[src/rtl/serial_mult_pkg.sv]
// Shared definitions for the serial multiplier arbiter: default sizes,
// FSM state encodings and a one-hot helper.
package serial_mult_pkg;

    localparam int DEF_NREQ    = 4;
    localparam int DEF_WIDTH   = 4;
    localparam int DEF_TIMEOUT = 32;
    localparam int MAX_NREQ    = 8;

    localparam logic [1:0] ST_IDLE_ENC  = 2'd0;
    localparam logic [1:0] ST_RUN_ENC   = 2'd1;
    localparam logic [1:0] ST_ABORT_ENC = 2'd2;

    typedef enum logic [1:0] {
        ST_IDLE  = ST_IDLE_ENC,
        ST_RUN   = ST_RUN_ENC,
        ST_ABORT = ST_ABORT_ENC
    } state_e;

    // Bit idx set, or all-zero when idx is outside the n active requesters.
    function automatic logic [MAX_NREQ-1:0] onehot(input int unsigned idx, input int unsigned n);
        logic [MAX_NREQ-1:0] v;
        v = '0;
        if (idx < n) begin
            v = MAX_NREQ'(1) << idx;
        end
        return v;
    endfunction

endpackage

[src/rtl/serial_mult_rr_pick.sv]
// Round-robin picker: the first set request bit strictly after last_grant,
// wrapping modulo NREQ.
module serial_mult_rr_pick
    import serial_mult_pkg::*;
#(
    parameter int NREQ = DEF_NREQ
) (
    input  logic [NREQ-1:0]         req,
    input  logic [$clog2(NREQ)-1:0] last_grant,
    output logic [$clog2(NREQ)-1:0] winner,
    output logic                    any
);

    localparam int IW = $clog2(NREQ);

    logic [2*NREQ-1:0] dbl;
    logic [NREQ-1:0]   rot;
    int                sh;

    // Rotate so that bit 0 of rot is the requester just after last_grant.
    always_comb begin
        sh  = int'(last_grant) + 1;
        dbl = {req, req};
        rot = NREQ'(dbl >> sh);
    end

    always_comb begin
        any    = 1'b0;
        winner = '0;
        for (int k = 0; k < NREQ; k++) begin
            if (!any && rot[k]) begin
                any    = 1'b1;
                winner = IW'((sh + k) % NREQ);
            end
        end
    end

endmodule

[src/rtl/serial_mult_arbiter.sv]
// Shares one serial shift-add multiplier between NREQ requesters: round-robin
// grant, operand capture, start pulse, result return and timeout abort.
module serial_mult_arbiter
    import serial_mult_pkg::*;
#(
    parameter int NREQ    = DEF_NREQ,
    parameter int WIDTH   = DEF_WIDTH,
    parameter int TIMEOUT = DEF_TIMEOUT
) (
    input  logic                    clk,
    input  logic                    Rst_n,
    input  logic [NREQ-1:0]         req,
    input  logic [NREQ*WIDTH-1:0]   req_a,
    input  logic [NREQ*WIDTH-1:0]   req_b,
    output logic [NREQ-1:0]         ack,
    output logic [NREQ-1:0]         rsp_valid,
    output logic [2*WIDTH-1:0]      rsp_data,
    output logic                    rsp_err,
    output logic                    busy,
    output logic [$clog2(NREQ)-1:0] grant_id,
    output logic                    mul_en,
    output logic [WIDTH-1:0]        mul_a,
    output logic [WIDTH-1:0]        mul_b,
    output logic                    mul_rst,
    input  logic                    mul_done,
    input  logic [2*WIDTH-1:0]      mul_product,
    output logic [1:0]              dbg_state
);

    localparam int IW = $clog2(NREQ);
    localparam int TW = $clog2(TIMEOUT);

    // Handshake: req is a level request sampled only in IDLE; ack is a 1-cycle
    // pulse meaning the operands were captured; exactly one rsp_valid pulse
    // follows on the same requester bit, with rsp_err marking a timeout abort.

    state_e              state_q, state_d;
    logic [TW-1:0]       timer_q, timer_d;
    logic [IW-1:0]       last_grant_q, last_grant_d;
    logic [IW-1:0]       grant_q, grant_d;
    logic [NREQ-1:0]     ack_q, ack_d;
    logic [NREQ-1:0]     rsp_valid_q, rsp_valid_d;
    logic [2*WIDTH-1:0]  rsp_data_q, rsp_data_d;
    logic                rsp_err_q, rsp_err_d;
    logic                busy_q, busy_d;
    logic                mul_en_q, mul_en_d;
    logic                mul_rst_q, mul_rst_d;
    logic [WIDTH-1:0]    mul_a_q, mul_a_d;
    logic [WIDTH-1:0]    mul_b_q, mul_b_d;

    logic [IW-1:0]       win_idx;
    logic                win_any;
    logic [WIDTH-1:0]    sel_a, sel_b;

    serial_mult_rr_pick #(.NREQ(NREQ)) u_pick (
        .req        (req),
        .last_grant (last_grant_q),
        .winner     (win_idx),
        .any        (win_any)
    );

    always_comb begin
        sel_a = '0;
        sel_b = '0;
        for (int i = 0; i < NREQ; i++) begin
            if (IW'(i) == win_idx) begin
                sel_a = req_a[i*WIDTH +: WIDTH];
                sel_b = req_b[i*WIDTH +: WIDTH];
            end
        end
    end

    always_comb begin
        state_d      = state_q;
        timer_d      = timer_q;
        last_grant_d = last_grant_q;
        grant_d      = grant_q;
        ack_d        = '0;
        rsp_valid_d  = '0;
        rsp_data_d   = rsp_data_q;
        rsp_err_d    = 1'b0;
        busy_d       = busy_q;
        mul_en_d     = 1'b0;
        mul_rst_d    = 1'b0;
        mul_a_d      = mul_a_q;
        mul_b_d      = mul_b_q;
        case (state_q)
            ST_IDLE: begin
                if (win_any) begin
                    ack_d    = NREQ'(onehot(int'(win_idx), NREQ));
                    grant_d  = win_idx;
                    mul_a_d  = sel_a;
                    mul_b_d  = sel_b;
                    mul_en_d = 1'b1;
                    timer_d  = '0;
                    busy_d   = 1'b1;
                    state_d  = ST_RUN;
                end
            end
            ST_RUN: begin
                timer_d = timer_q + TW'(1);
                // A done arriving on the last allowed cycle still completes normally.
                if (mul_done) begin
                    rsp_valid_d  = NREQ'(onehot(int'(grant_q), NREQ));
                    rsp_data_d   = mul_product;
                    last_grant_d = grant_q;
                    busy_d       = 1'b0;
                    state_d      = ST_IDLE;
                end else if (timer_q == TW'(TIMEOUT - 1)) begin
                    mul_rst_d = 1'b1;
                    state_d   = ST_ABORT;
                end
            end
            ST_ABORT: begin
                rsp_valid_d  = NREQ'(onehot(int'(grant_q), NREQ));
                rsp_err_d    = 1'b1;
                rsp_data_d   = '0;
                last_grant_d = grant_q;
                busy_d       = 1'b0;
                state_d      = ST_IDLE;
            end
            default: begin
                state_d = ST_IDLE;
            end
        endcase
    end

    always_ff @(posedge clk or negedge Rst_n) begin
        if (!Rst_n) begin
            state_q      <= ST_IDLE;
            timer_q      <= '0;
            last_grant_q <= IW'(NREQ - 1);
            grant_q      <= '0;
            ack_q        <= '0;
            rsp_valid_q  <= '0;
            rsp_data_q   <= '0;
            rsp_err_q    <= 1'b0;
            busy_q       <= 1'b0;
            mul_en_q     <= 1'b0;
            mul_rst_q    <= 1'b0;
            mul_a_q      <= '0;
            mul_b_q      <= '0;
        end else begin
            state_q      <= state_d;
            timer_q      <= timer_d;
            last_grant_q <= last_grant_d;
            grant_q      <= grant_d;
            ack_q        <= ack_d;
            rsp_valid_q  <= rsp_valid_d;
            rsp_data_q   <= rsp_data_d;
            rsp_err_q    <= rsp_err_d;
            busy_q       <= busy_d;
            mul_en_q     <= mul_en_d;
            mul_rst_q    <= mul_rst_d;
            mul_a_q      <= mul_a_d;
            mul_b_q      <= mul_b_d;
        end
    end

    assign ack       = ack_q;
    assign rsp_valid = rsp_valid_q;
    assign rsp_data  = rsp_data_q;
    assign rsp_err   = rsp_err_q;
    assign busy      = busy_q;
    assign grant_id  = grant_q;
    assign mul_en    = mul_en_q;
    assign mul_rst   = mul_rst_q;
    assign mul_a     = mul_a_q;
    assign mul_b     = mul_b_q;
    assign dbg_state = state_q;

endmodule
[config.mk]
export PLATFORM = sky130hd
export DESIGN_NAME = serial_mult_arbiter
export DESIGN_NICKNAME = d
export VERILOG_FILES = /design/src/rtl/serial_mult_pkg.sv /design/src/rtl/serial_mult_rr_pick.sv /design/src/rtl/serial_mult_arbiter.sv
export SDC_FILE = /design/constraint.sdc
export NUM_CORES = 1
export LEC_CHECK = 0
export BUFFER_PORTS_ARGS = -buffer_cell sky130_fd_sc_hd__buf_2
export CORE_AREA = 2 2 81 60
export CTS_CLUSTER_SIZE = 24
export DETAILED_ROUTE_END_ITERATION = 8
export DIE_AREA = 0 0 83 62
export HOLD_SLACK_MARGIN = 0.03
export PLACE_DENSITY_LB_ADDON = 0.1
export REMOVE_ABC_BUFFERS = 1
export SYNTH_ARGS = -nofsm -noshare
export SYNTH_HDL_FRONTEND = slang
export SYNTH_SLANG_ARGS = --single-unit
export TNS_END_PERCENT = 20
[constraint.sdc]
create_clock -name clk -period 2.1 [get_ports clk]
set_input_delay 0.42 -clock clk [delete_from_list [all_inputs] [get_ports clk]]
set_output_delay 0.42 -clock clk [all_outputs]
set_load 0.02 [all_outputs]
# == Yosys cells after proc, flatten, opt, wreduce, memory -nomap -nowiden ==
# Index checks and enable logic that the tools add are counted.
# word_totals
ff_bits,39
inputBits,47
out_inout_bits,32
elab_cells,85
# op_classes
addsub,5
n_reduce_logical,16
n_eq_ne,9
n_mux,39
shifts,3
# op_table
cell,n
4-bit two-way mux,11
2-bit two-way mux,8
8-bit one-hot mux with 2 select lines,1
1-bit two-way mux,12
5-bit one-hot mux with 2 select lines,1
8-bit two-way mux,1
2-bit one-hot mux with 2 select lines,2
4-bit one-hot mux with 2 select lines,1
2-bit AND reduction,4
1-bit by 2-bit << shifter with 4-bit output (first input constant),2
8-bit by 3-bit >> shifter with 4-bit output,1
5-bit by 1-bit adder with 5-bit output (second input constant),1
5-bit equality test (second input constant),1
5-bit two-way mux,1
2-bit adder (second input constant),2
2-bit equality test (first input constant),2
2-bit logical NOT,2
2-bit nonzero test,2
2-bit by 1-bit adder with 3-bit output (second input constant),1
1-bit logical AND,3
1-bit logical NOT,3
3-bit != test (second input constant),1
1-bit one-hot mux with 3 select lines,1
3-bit AND reduction,1
7 further kinds,7

# == Depth between registers and ports, before layout ==
# Gate-level depths: netlist of the first run.
# depth
ltp_word,17
ltp_mapped,8
depth_no_buf,7

# == Hierarchy ==
# Synthesis of the first run repeated with hierarchy kept, for this count alone.
# unflattened
hier_cells,170
area_unflattened_um2,1905.6
# by_module_without_submodules
module,area_per_inst_um2,cells_per_inst,instances
serial_mult_arbiter,1814.2,156,1
serial_mult_rr_pick,91.3,14,1

# == Worst setup path after synthesis of the first run ==
# No wires, ideal clock.
# synth_timing
path_type,register to register
startpoint,register state_q[1] (netlist: dbg_state[1])
endpoint,register rsp_valid_q[2] (netlist: rsp_valid[2])
setup_ns,0.134
required_ns,1.966
path_slack_ns,0.371
path_stages_with_launch,8
synth_period_minus_slack_ns,1.729
arrival_ns,1.594
path_cell_list,dfrtp_1 -> inv_1 -> ha_1 -> buf_2 -> and2_1 -> clkbuf_1 -> o21ai_0 -> nor3b_1
# synth_via
elab_chain_len,2
# synth_lines
element,line_no,rtl
"start, declared",serial_mult_arbiter.sv:37,"state_e state_q, state_d;"
"start signal, assigned",serial_mult_arbiter.sv:144,state_q <= state_d;
2-bit equality test or 2-bit by 1-bit equality test with 1-bit output (tied branches),serial_mult_arbiter.sv:87,case (state_q)
4-bit one-hot mux with 2 select lines *,serial_mult_arbiter.sv:87,
via rsp_valid_d[2],serial_mult_arbiter.sv:42,"logic [NREQ-1:0] rsp_valid_q, rsp_valid_d;"
"end signal, assigned",serial_mult_arbiter.sv:149,rsp_valid_q <= rsp_valid_d;
"end, declared",serial_mult_arbiter.sv:42,
# The timed path passes the listed nets; every way through them passes the cells marked *.
# A chain may end at the register's enable or synchronous reset.

# == Final worst setup path of the first run ==
# layout_timing
startpoint,register last_grant_q[1]
endpoint,register mul_a_q[0] (netlist: mul_a[0])
# layout_via
elab_chain_len,17
# layout_lines
element,line_no,rtl
"start, declared",serial_mult_arbiter.sv:39,"logic [IW-1:0] last_grant_q, last_grant_d;"
"start signal, assigned",serial_mult_arbiter.sv:132,last_grant_q <= IW'(NREQ - 1);
"start signal, assigned",serial_mult_arbiter.sv:146,last_grant_q <= last_grant_d;
2-bit by 1-bit adder with 3-bit output *,serial_mult_rr_pick.sv:22,sh = int'(last_grant) + 1;
8-bit by 3-bit >> shifter with 4-bit output,serial_mult_rr_pick.sv:24,rot = NREQ'(dbl >> sh);
1-bit two-way mux,serial_mult_rr_pick.sv:31,if (!any && rot[k]) begin
1-bit logical NOT,serial_mult_rr_pick.sv:31,
1-bit logical AND,serial_mult_rr_pick.sv:31,
1-bit two-way mux,serial_mult_rr_pick.sv:31,
1-bit logical NOT,serial_mult_rr_pick.sv:31,
1-bit logical AND,serial_mult_rr_pick.sv:31,
1-bit two-way mux,serial_mult_rr_pick.sv:31,
1-bit logical NOT,serial_mult_rr_pick.sv:31,
1-bit logical AND,serial_mult_rr_pick.sv:31,
2-bit two-way mux,serial_mult_rr_pick.sv:31,
2-bit logical NOT,serial_mult_arbiter.sv:66,if (IW'(i) == win_idx) begin
4-bit two-way mux (4 in series),serial_mult_arbiter.sv:66,
"end signal, assigned",serial_mult_arbiter.sv:155,mul_a_q <= mul_a_d;
"end, declared",serial_mult_arbiter.sv:48,"logic [WIDTH-1:0] mul_a_q, mul_a_d;"
# Every way passes the cells marked *; elsewhere a longest branch is shown, timed or not.

==> metrics.md, run 1 <==
| Metric | Value |
|---|---|
| Initial antenna violation count | `0` |
| Sequential share of power | `33.9%` |
| Sw power | `1.565 mW` |
| EDFF count, synth | `0` |
| Wire per inst | `13.61 um` |
| Vias per inst | `around 5.2` |
| N_diodes | `0` |
| Root buffer cell | `clkbuf_8` |
| Seq/Total Area, Yosys | `47.14%` |
| Leakage power | `roughly 1.3 nW` |
| TritonCTS clock tree | `yes` |
| Die width | `83 um` |
| Final wirelength | `about 4700 um` |
| First-pass GRT wire length | `7645 um` |
| Synth Instances | `205` |
| Max Fclk | `521.6 MHz` |
| Pwr Density | `1419 nW/um^2` |
| Crit path time final | `1.917 ns` |
| Crit path max fanout | `18` |
| Final setup fails | `0` |
| Most frequent cells in the layout | `buf_2, dfrtp_1, nand2_1` |
| Internal | `2.276 mW` |
| Antenna Nets Post-Route | `0` |
| Sw Ratio | `40.74%` |
| Initial Utilization | `a little under half` |
| Clock network power share | `19.2%` |
| Die height | `62 um` |
| Worst slew margin | `between 60% and 70%` |
| Layout cells sized above 1 | `between 30% and 40%` |
| # rows | `21` |
| Worst vdd ir | `0.6507 mV` |
| Clk_lat worst skew | `0.29 ns` |
| Power Total | `approximately 3.8 mW` |
| H-tree depth | `2` |
| Status | `complete, no violations` |
| Mapped cell area | `2076 um^2` |
| Synth top area cells | `dfrtp_1, mux2i_1, nand3_1` |
| Hpwl dp | `around 3600 um` |
| Core area | `4493 um^2` |
| Initial drt markers | `84` |
| Final Net Count | `343` |
| GRT Total Usage | `19.03%` |
| Critical Path End Type | `flop` |
| Synth Flop Type | `dfrtp_1` |
| Max cap viols | `0` |
| Clk pin slew, worst setup/hold paths | `~0.070 ns` |
| Vias in the first global route | `1600` |
| Logic pwr share | `46.9%` |
| Routability Congestion | `0.7862` |
| Total CTS buffers | `5` |
| Synth Register Bits | `39` |
| Vias post-DR | `1816` |
| Largest net degree at the start of global routing | `20` |
| Worst Skew | `0.006361 ns` |
| WHS | `roughly 0.42 ns` |
| Distinct cells, synth | `42` |
| RSZ-0062 raised after global routing | `no` |
| Clock Path Buffers | `2` |
| Fin cells | `348` |
| WP data arrival | `between 2 and 2.5 ns` |
| Die area | `roughly 5100 um^2` |
| Gr ovfl total | `0` |
| Worst Setup Start Kind | `flop` |
| Leading area contributor after synthesis | `dfrtp_1` |
| Crit path required time | `2.25 ns` |
| Yosys top cell area share | `44.61%` |
| Placed cells | `~340` |
| P&R area growth vs syn | `30.44%` |
| Final Hold Violating Endpoints | `0` |
| Setup TNS | `0 ns` |
| Worst min path class | `input pin to flop` |
| I/O pin total | `79` |
| Post-synthesis async set-or-reset flop share | `between 90% and 100%` |
| Buffers on Ports | `78` |
| Type of the worst setup path | `flop to flop` |
| Drt pass-1 iters | `4` |
| Syn_area_per_cell | `approximately 10 um^2` |
| Period utilization | `approximately 90%` |
| Ys Warns | `0` |
| Drt drc | `0` |
| Actual slew at the worst max-slew pin | `0.4888 ns` |
| Final Max Tran Viols | `0` |
| CTS Sinks | `39` |
| Most common cell after layout, fill and taps aside | `buf_2` |
[flip-flops by register name (all words and copies together) (netlist names)]
signal / cells
last_grant_q: 2
rsp_valid: 4
timer_q: 5
mul_rst: 1
mul_b: 4
dbg_state: 2
grant_id: 2
rsp_data: 8
ack: 4
rsp_err: 1
mul_a: 4
mul_en: 1
busy: 1
[area by class of cell]
class / instances / area [um^2]
Clock buffer: 6 / 72.57
Clock inverter: 2 / 60.06
Fill cell: 407 / 1785
Inverter: 5 / 21.27
Multi-Input combinational cell: 147 / 1006
Sequential cell: 39 / 978.4
Tap cell: 57 / 71.32
Timing Repair Buffer: 92 / 498.0
[repair_timing]
item / in CTS / in global routing
hold buffers: 1 / 0
setup endpoints to repair: 0 / 0
gates resized for setup: 0 / 0
setup buffers: 0 / 0
endpoints found under the hold margin: 12 / 0
[worst paths after layout]
| path | from | end | slack (ns) | cells past startpoint |
|---|---|---|---|---|
| setup / recovery | last_grant_q[1] | mul_a[0] | 0.18 | 4 |
| hold / removal | mul_product[5] | rsp_data[5] | 0.42 | 3 |
| setup reg to reg | last_grant_q[1] | mul_a[0] | 0.18 | 4 |
| hold reg to reg | mul_a[3] | mul_a[3] | 0.50 | 2 |
| max in group asynchronous | Rst_n | last_grant_q[1] | 0.97 | 3 |
| min in group asynchronous | Rst_n | timer_q[0] | 0.56 | 2 |
[worst max-delay path, cell delays in order, from the launching register on]
cell	delay, ns
dfstp_2	0.60
nand3b_1	0.13
a31oi_4	0.45
nand2b_1	0.44
o211ai_1	0.16
[per-layer routing]
metal	part of all wire, %	global-route usage, %	up-vias
met4	0.57	4.918	0
met2	46	29.15	44
li1	-	-	913
met1	49	27.46	854
met5	0	0	-
met3	4.7	4.888	5
[synth_stat cells, types with 3 or more instances]
master    instances
mux2_2            3
o211ai_1          8
clkbuf_1          5
mux2_1            7
a22oi_1           8
o21ai_0          12
a21oi_1           7
mux2i_1          11
nand2_1          22
nor3_1            4
nand3_1          18
and2_1            3
nor2_1            9
dfrtp_1          37
buf_2             7
ha_1              6
inv_1             4
nand2b_1          4
[stage by stage]
step / setup slack, ns / instance area (um^2) / utilization (%)
floorplan: 0.1711 / 2006 / -
global placement: 0.1089 / 2565 / 57.09
detailed placement: 0.08715 / 2565 / 57.09
CTS: 0.1559 / 2708 / 60.26
global route: 0.02644 / 2708 / 60.26
finish: 0.1827 / 2708 / 60.26
[power groups by stage]
| stage | registers [mW] | logic [mW] | clock network (mW) |
|---|---|---|---|
| 2_1_floorplan | 1.56 | 0.928 | 0 |
| 3_3_place_gp | 1.31 | 1.78 | 0 |
| 3_5_place_dp | 1.32 | 1.83 | 0 |
| 4_1_cts | 1.31 | 1.83 | 0.758 |
| 5_1_grt | 1.35 | 2.01 | 0.786 |
| 6_report | 1.30 | 1.80 | 0.737 |
[kinds of logic (layout without fill, tap and decap cells)]
kind of cell             after synthesis  in the layout  synth area share [%]
AND/OR/NAND/NOR                       70             70                 17.06
AO/OA/AOI/OAI                         49             49                 16.64
flip-flops                            39             39                 47.14
multiplexers                          21             21                 10.73
buffers and inverters                 19            105                 4.400
adder cells (fa/ha/maj)                6              6                 3.617
XOR/XNOR                               1              1                0.4220
(Power assumes the default switching activity.)
==> inputs of run 2 (changes only) <==
- ABC_AREA: default -> 1
- CAP_MARGIN: default -> 25
- CORE_AREA: 2 2 81 60 -> 2 2 83 61
- DIE_AREA: 0 0 83 62 -> 0 0 85 63
==> run 2 against run 1 <==
Effect of this change:
- maximum frequency fell by 0.18%
- non-clock buffer count fell by 2
- sequential share of layout area fell by 0.72 points
- via count rose by 8.2%
- global-route usage fell by 0.27 points
- clock power fell by 35%
- die area rose by 4.1%
- combinational power rose by 68%
- wire length rose by 1.1%
- clock skew fell by 0.0026 ns
- first-iteration DRC count rose by 32%
- register-to-register slack barely moved
- largest cell class is now registers
==> metrics.md, run 2 <==
| Metric | Value |
|---|---|
| Status | `complete, no violations` |
| Mapped cell area | `between 2000 and 2500 um^2` |
| Setup TNS | `0 ns` |
| HP Start | `mul_product[3]` |
| Placed cells | `411` |
| Max cap viols | `0` |
| Met3 WL | `197 um` |
| Type of the worst setup path | `flop to flop` |
| Die width | `85 um` |
| Worst min path class | `input pin to flop` |
| Worst slew margin | `about four fifths` |
| Drt pass-1 iters | `4` |
| Seq/Total Area, Yosys | `45.54%` |
| Period utilization | `91.46%` |
| Wire per inst | `11.24 um` |
| Worst Setup Start Kind | `flop` |
| Top-count cell post-synth | `nand2_1` |
| Largest net degree at the start of global routing | `26` |
| Core area | `4598 um^2` |
| TritonCTS clock tree | `yes` |
| Max Fclk | `520.6 MHz` |
| Slowest stage cell, crit path | `dfstp_2` |
| H-tree depth | `2` |
| Final Max Tran Viols | `0` |
| Top post-synthesis cells by count | `nand2_1, dfrtp_1, inv_1` |
| Die area | `5355 um^2` |
| Total CTS buffers | `5` |
| Post-synthesis async set-or-reset flop share | `between 90% and 100%` |
| Critical-path cell list | `inv_2 > nand2_2 > nand3_1 > nand2_2 > inv_1 > nand4_1 > nand3_4 > buf_4 > o21ai_0 > nand2_1 > nand2_1 > nand2_1` |
| Initial Utilization | `a little under half` |
| Most common cell after layout, fill and taps aside | `nand2_1` |
| Leading area contributor after synthesis | `dfrtp_1` |
| WP data arrival | `2.11 ns` |
| Final wirelength | `4788 um` |
| Yosys top cell area share | `43.10%` |
| Critical path's most frequent cell | `nand2_1` |
| R2r startpoint | `last_grant_q[0]` |
| Syn_area_per_cell | `7.784 um^2` |
| Vias per inst | `between 4 and 5` |
| Routability Congestion | `roughly 0.86` |
| Hpwl dp | `3707 um` |
| Antenna Nets Post-Route | `0` |
| Vias in the first global route | `between 1500 and 2000` |
| Crit path launch | `last_grant_q[0]` |
| N_diodes | `0` |
| Critical Path End Type | `flop` |
| WL met1 | `2580 um` |
| RSZ-0062 raised after global routing | `no` |
| Most frequent cells in the layout | `nand2_1, buf_2, inv_1, dfrtp_1, o21ai_0` |
| Synth Register Bits | `39` |
| Final Net Count | `around 420` |
| Worst vdd ir | `0.8575 mV` |
| Gr ovfl total | `0` |
| Synth Instances | `276` |
| Clock Path Buffers | `2` |
| Drt drc | `0` |
| DR WL met2 | `1971 um` |
| Layout cells sized above 1 | `33.06%` |
| Synth Flop Type | `dfrtp_1` |
| P&R area growth vs syn | `28.60%` |
| Distinct cells, synth | `28` |
| EDFF count, synth | `0` |
| Actual slew at the worst max-slew pin | `0.3299 ns` |
| Highest metal used | `met4` |
| Synth top area cells | `dfrtp_1, nand2_1, inv_1` |
| Ys Warns | `0` |
| Clk_lat worst skew | `0.29 ns` |
| Flip-flop count of the largest register after layout | `8` |
| Worst Skew | `0.003727 ns` |
| FILL cells | `about 440` |
| First-pass GRT wire length | `7962 um` |
| Vias post-DR | `about 2000` |
| Final Hold Violating Endpoints | `0` |
| GRT Total Usage | `18.75%` |
| Crit path time final | `1.921 ns` |
| Power Total | `4.780 mW` |
| Clk pin slew, worst setup/hold paths | `0.07 ns` |
| # rows | `21` |
| Initial drt markers | `111` |
| Initial antenna violation count | `0` |
| Buffers on Ports | `78` |
| Root buffer cell | `clkbuf_8` |
| CTS Sinks | `39` |
| Crit path required time | `2.29 ns` |
| Crit path max fanout | `8` |
| Fin cells | `around 430` |
| Die height | `63 um` |
| Final setup fails | `0` |
| Pwr Density | `1730 nW/um^2` |
| Leakage power | `1.560 nW` |
| CP peak stage delay | `0.59 ns` |
| I/O pin total | `79` |
run 2: cell count changes after synthesis, moves of 6 or more:
cell	previous run	this run
nand2_1	22	81
inv_1	4	37
o21ai_0	12	24
mux2i_1	11	0
a22oi_1	8	0
buf_2	7	0
mux2_1	7	0
o211ai_1	8	1
nand4_1	0	6
run 2: worst max-delay path: cells and delay by family, from the launching register on:
| kind | cells | cell delay [ns] |
|---|---|---|
| simple gates | 8 | 0.73 |
| flops | 1 | 0.59 |
| buf+inv | 3 | 0.34 |
| compound gates | 1 | 0.14 |
run 2: path summary, 6_finish.rpt:
path,to,slack (ns),cells past startpoint
setup / recovery,mul_b[3],0.18,12
hold / removal,rsp_data[3],0.37,3
setup reg to reg,mul_b[3],0.18,12
hold reg to reg,mul_b[0],0.50,2
max in group asynchronous,last_grant_q[1],0.86,3
min in group asynchronous,timer_q[4],0.56,2
run 2: layer usage:
metal	track usage, %	up-vias
li1	-	1064
met1	27.97	858
met2	26.46	41
met3	3.567	2
met4	7.738	0
met5	0	-
run 2: metrics by stage:
step / util, % / setup WS [ns] / hold WS, ns / instance area (um^2)
global placement: 56.68 / 0.1530 / 0.3431 / 2606
floorplan: - / 0.2104 / 0.1244 / 2107
CTS: 58.67 / 0.08454 / 0.3613 / 2698
finish: 60.08 / 0.1793 / 0.3686 / 2763
global route: 60.08 / 0.008080 / 0.3826 / 2763
detailed placement: 56.68 / 0.08734 / 0.3455 / 2606
run 2: layout make-up:
| cell class | count | area (um^2) | area share, % |
|---|---|---|---|
| multi-input combinational | 186 | 968.4 | 35.05 |
| tap | 57 | 71.32 | 2.582 |
| clock buffer | 7 | 76.32 | 2.763 |
| timing repair buffer | 90 | 483.0 | 17.48 |
| clock inverter | 1 | 5.005 | 0.1812 |
| sequential | 39 | 978.4 | 35.42 |
| inverter | 46 | 180.2 | 6.522 |
run 2: report_power, final:
group | total, mW | internal, mW | leakage [nW] | switching (mW)
clock network | 0.481 | 0.233 | 0.0422 | 0.248
logic | 3.03 | 1.08 | 1.02 | 1.95
registers | 1.27 | 1.07 | 0.500 | 0.199
run 2: logic make-up after synthesis:
family                     synth area share [%]
AOI/OAI and AO/OA                         10.08
xor gates and xnor gates                 0.4078
adders and majority gates                 3.494
buffers and inverters                     10.19
DFF                                       45.54
and+or+nand+nor                           30.29
run 2: what timing repair did:
| item | CTS | global route |
|---|---|---|
| hold buffers | 1 | 0 |
| endpoints found under the setup margin | 0 | 13 |
| gates resized for setup | 0 | 6 |
| buffers inserted | 0 | 6 |
| endpoints found under the hold margin | 5 | 0 |
==> inputs of run 3 (changes only) <==
- HOLD_SLACK_MARGIN: 0.03 -> default
- REMOVE_ABC_BUFFERS: 1 -> default
==> run 3 against run 2 <==
Effect of this change:
- critical path depth grew 1
- combinational power grew 6%
- design area grew 3.0%
- final cell count grew 0.47%
- clock power grew 54%
- critical path type unchanged
- register-to-register slack lost 0.05 ns
- clock skew shrank 0.00085 ns
- critical endpoint is now mul_b[0]
- wire length grew 6.1%
- setup slack lost 0.046 ns
==> metrics.md, run 3 (synthesized netlist as in run 2, its figures left out) <==
| Metric | Value |
|---|---|
| Fin cells | `428` |
| N_diodes | `0` |
| Logic pwr share | `between 60% and 70%` |
| Vias post-DR | `just over 2000` |
| Core area | `around 4600 um^2` |
| Most frequent cells in the layout | `nand2_1, buf_2, inv_1, dfrtp_1` |
| GRT Total Usage | `19.45%` |
| Synthesized Nets | `around 330` |
| I/O pin total | `79` |
| Pwr Density | `around 1800 nW/um^2` |
| Routability Congestion | `~0.80` |
| Critical Path End Type | `flop` |
| Most common cell after layout, fill and taps aside | `nand2_1` |
| CP delay by family, top | `simple AND/OR/NAND/NOR gates` |
| First-pass GRT wire length | `8383 um` |
| CP peak stage delay | `between 0.5 and 0.6 ns` |
| Placed cells | `411` |
| Clk_lat worst skew | `between 0.2 and 0.3 ns` |
| Internal | `2.762 mW` |
| Worst Skew | `0.002872 ns` |
| Initial Utilization | `46.72%` |
| Sw power | `2.468 mW` |
| P&R area growth vs syn | `32.44%` |
| Final Net Count | `423` |
| Final setup fails | `0` |
| Antenna Nets Post-Route | `0` |
| Die width | `85 um` |
| Root buffer cell | `clkbuf_8` |
| Drt pass-1 iters | `4` |
| Die area | `5355 um^2` |
| Largest net degree at the start of global routing | `40` |
| Max Fclk | `between 500 and 600 MHz` |
| Clk pin slew, worst setup/hold paths | `0.07 ns` |
| WHS | `0.1614 ns` |
| Sw Ratio | `47.19%` |
| TritonCTS clock tree | `yes` |
| Crit path max fanout | `7` |
| Post-DP Area | `2606 um^2` |
| Leakage power | `1.602 nW` |
| Initial antenna violation count | `0` |
| Crit path required time | `2.29 ns` |
| Period utilization | `93.64%` |
| Util after Layout | `about three fifths` |
| Vias per inst | `~4.8` |
| Worst vdd ir | `0.9418 mV` |
| Finished Cell Area | `2845 um^2` |
| # rows | `21` |
| Clock Path Buffers | `2` |
| Flip-flop count of the largest register after layout | `8` |
| Crit path time final | `1.966 ns` |
| RSZ-0062 raised after global routing | `yes` |
| Total CTS buffers | `5` |
| H-tree depth | `2` |
| Sequential share of power | `24.3%` |
| Worst min path class | `input pin to asynchronous set/reset pin` |
| Worst Setup Start Kind | `flop` |
| Buffers on Ports | `78` |
| Vias in the first global route | `1897` |
| Actual slew at the worst max-slew pin | `slightly below 0.5 ns` |
| Final wirelength | `approximately 5100 um` |
| Initial drt markers | `70` |
| Slowest stage cell, crit path | `dfstp_2` |
| Clock network power share | `14.1%` |
| Worst slew margin | `between 60% and 70%` |
| Critical-path cell list | `inv_2 > nand2_2 > nand3_2 > nand2_2 > nand3_1 > nor2_2 > nor2_4 > buf_4 > buf_4 > o21ai_0 > inv_1 > nand2_1 > nand2_1` |
| Buf+Inv Stages, Crit Path | `4` |
| Gr ovfl total | `0` |
| Status | `complete, no violations` |
| Layout cells sized above 1 | `34.23%` |
| Final Max Tran Viols | `0` |
| WP data arrival | `2.16 ns` |
| Final Hold Violating Endpoints | `0` |
| Register-to-register setup slack | `0.13 ns` |
| Type of the worst setup path | `flop to flop` |
| Die height | `63 um` |
| Wire per inst | `11.86 um` |
| CTS Sinks | `39` |
| Setup TNS | `0 ns` |
| Max cap viols | `0` |
| Hpwl dp | `approximately 3600 um` |
| Drt drc | `0` |
==> run 3: area by class of cell <==
class	count	area [um^2]
Clock buffer	6	72.57
Fill cell	416	1753
Multi-Input combinational cell	186	967.2
Sequential cell	39	978.4
Inverter	46	180.2
Clock inverter	2	60.06
Tap cell	57	71.32
Timing Repair Buffer	92	515.5
==> run 3: stage by stage <==
step                worst slack, ns  total power [mW]
floorplan                    0.3803             3.435
global placement             0.1577             4.061
detailed placement          0.08380             4.101
CTS                         0.06858             4.863
global route               -0.03184             5.716
finish                       0.1335             5.231
==> run 3: timing repair <==
action	CTS	global route
hold buffers	0	0
resized for setup	0	10
setup buffers	0	9
setup endpoints to repair	0	13
==> run 3: final timing paths <==
| path | start | to | depth (start not counted) |
|---|---|---|---|
| max in group asynchronous | Rst_n | last_grant_q[0] | 2 |
| min | Rst_n | rsp_data[2] | 2 |
| min in group clk | mul_product[1] | rsp_data[1] | 3 |
| max reg2reg | last_grant_q[0] | mul_b[0] | 13 |
| min reg2reg | mul_b[0] | mul_b[0] | 2 |
| max | last_grant_q[0] | mul_b[0] | 13 |
==> run 3: metal layers <==
metal	GRT usage, %	share of wire (%)
met1	26.05	49
met2	29.49	43
met3	4.095	5.7
met4	10.32	1.7
met5	0	0
==> run 3: power by group through the flow <==
stage	clock [mW]	combinational, mW	sequential (mW)
final	0.739	3.22	1.27
after CTS	0.762	2.83	1.27
after global placement	0	2.78	1.28
after floorplan	0	1.88	1.55
after detailed placement	0	2.83	1.27
after global routing	0.793	3.62	1.31
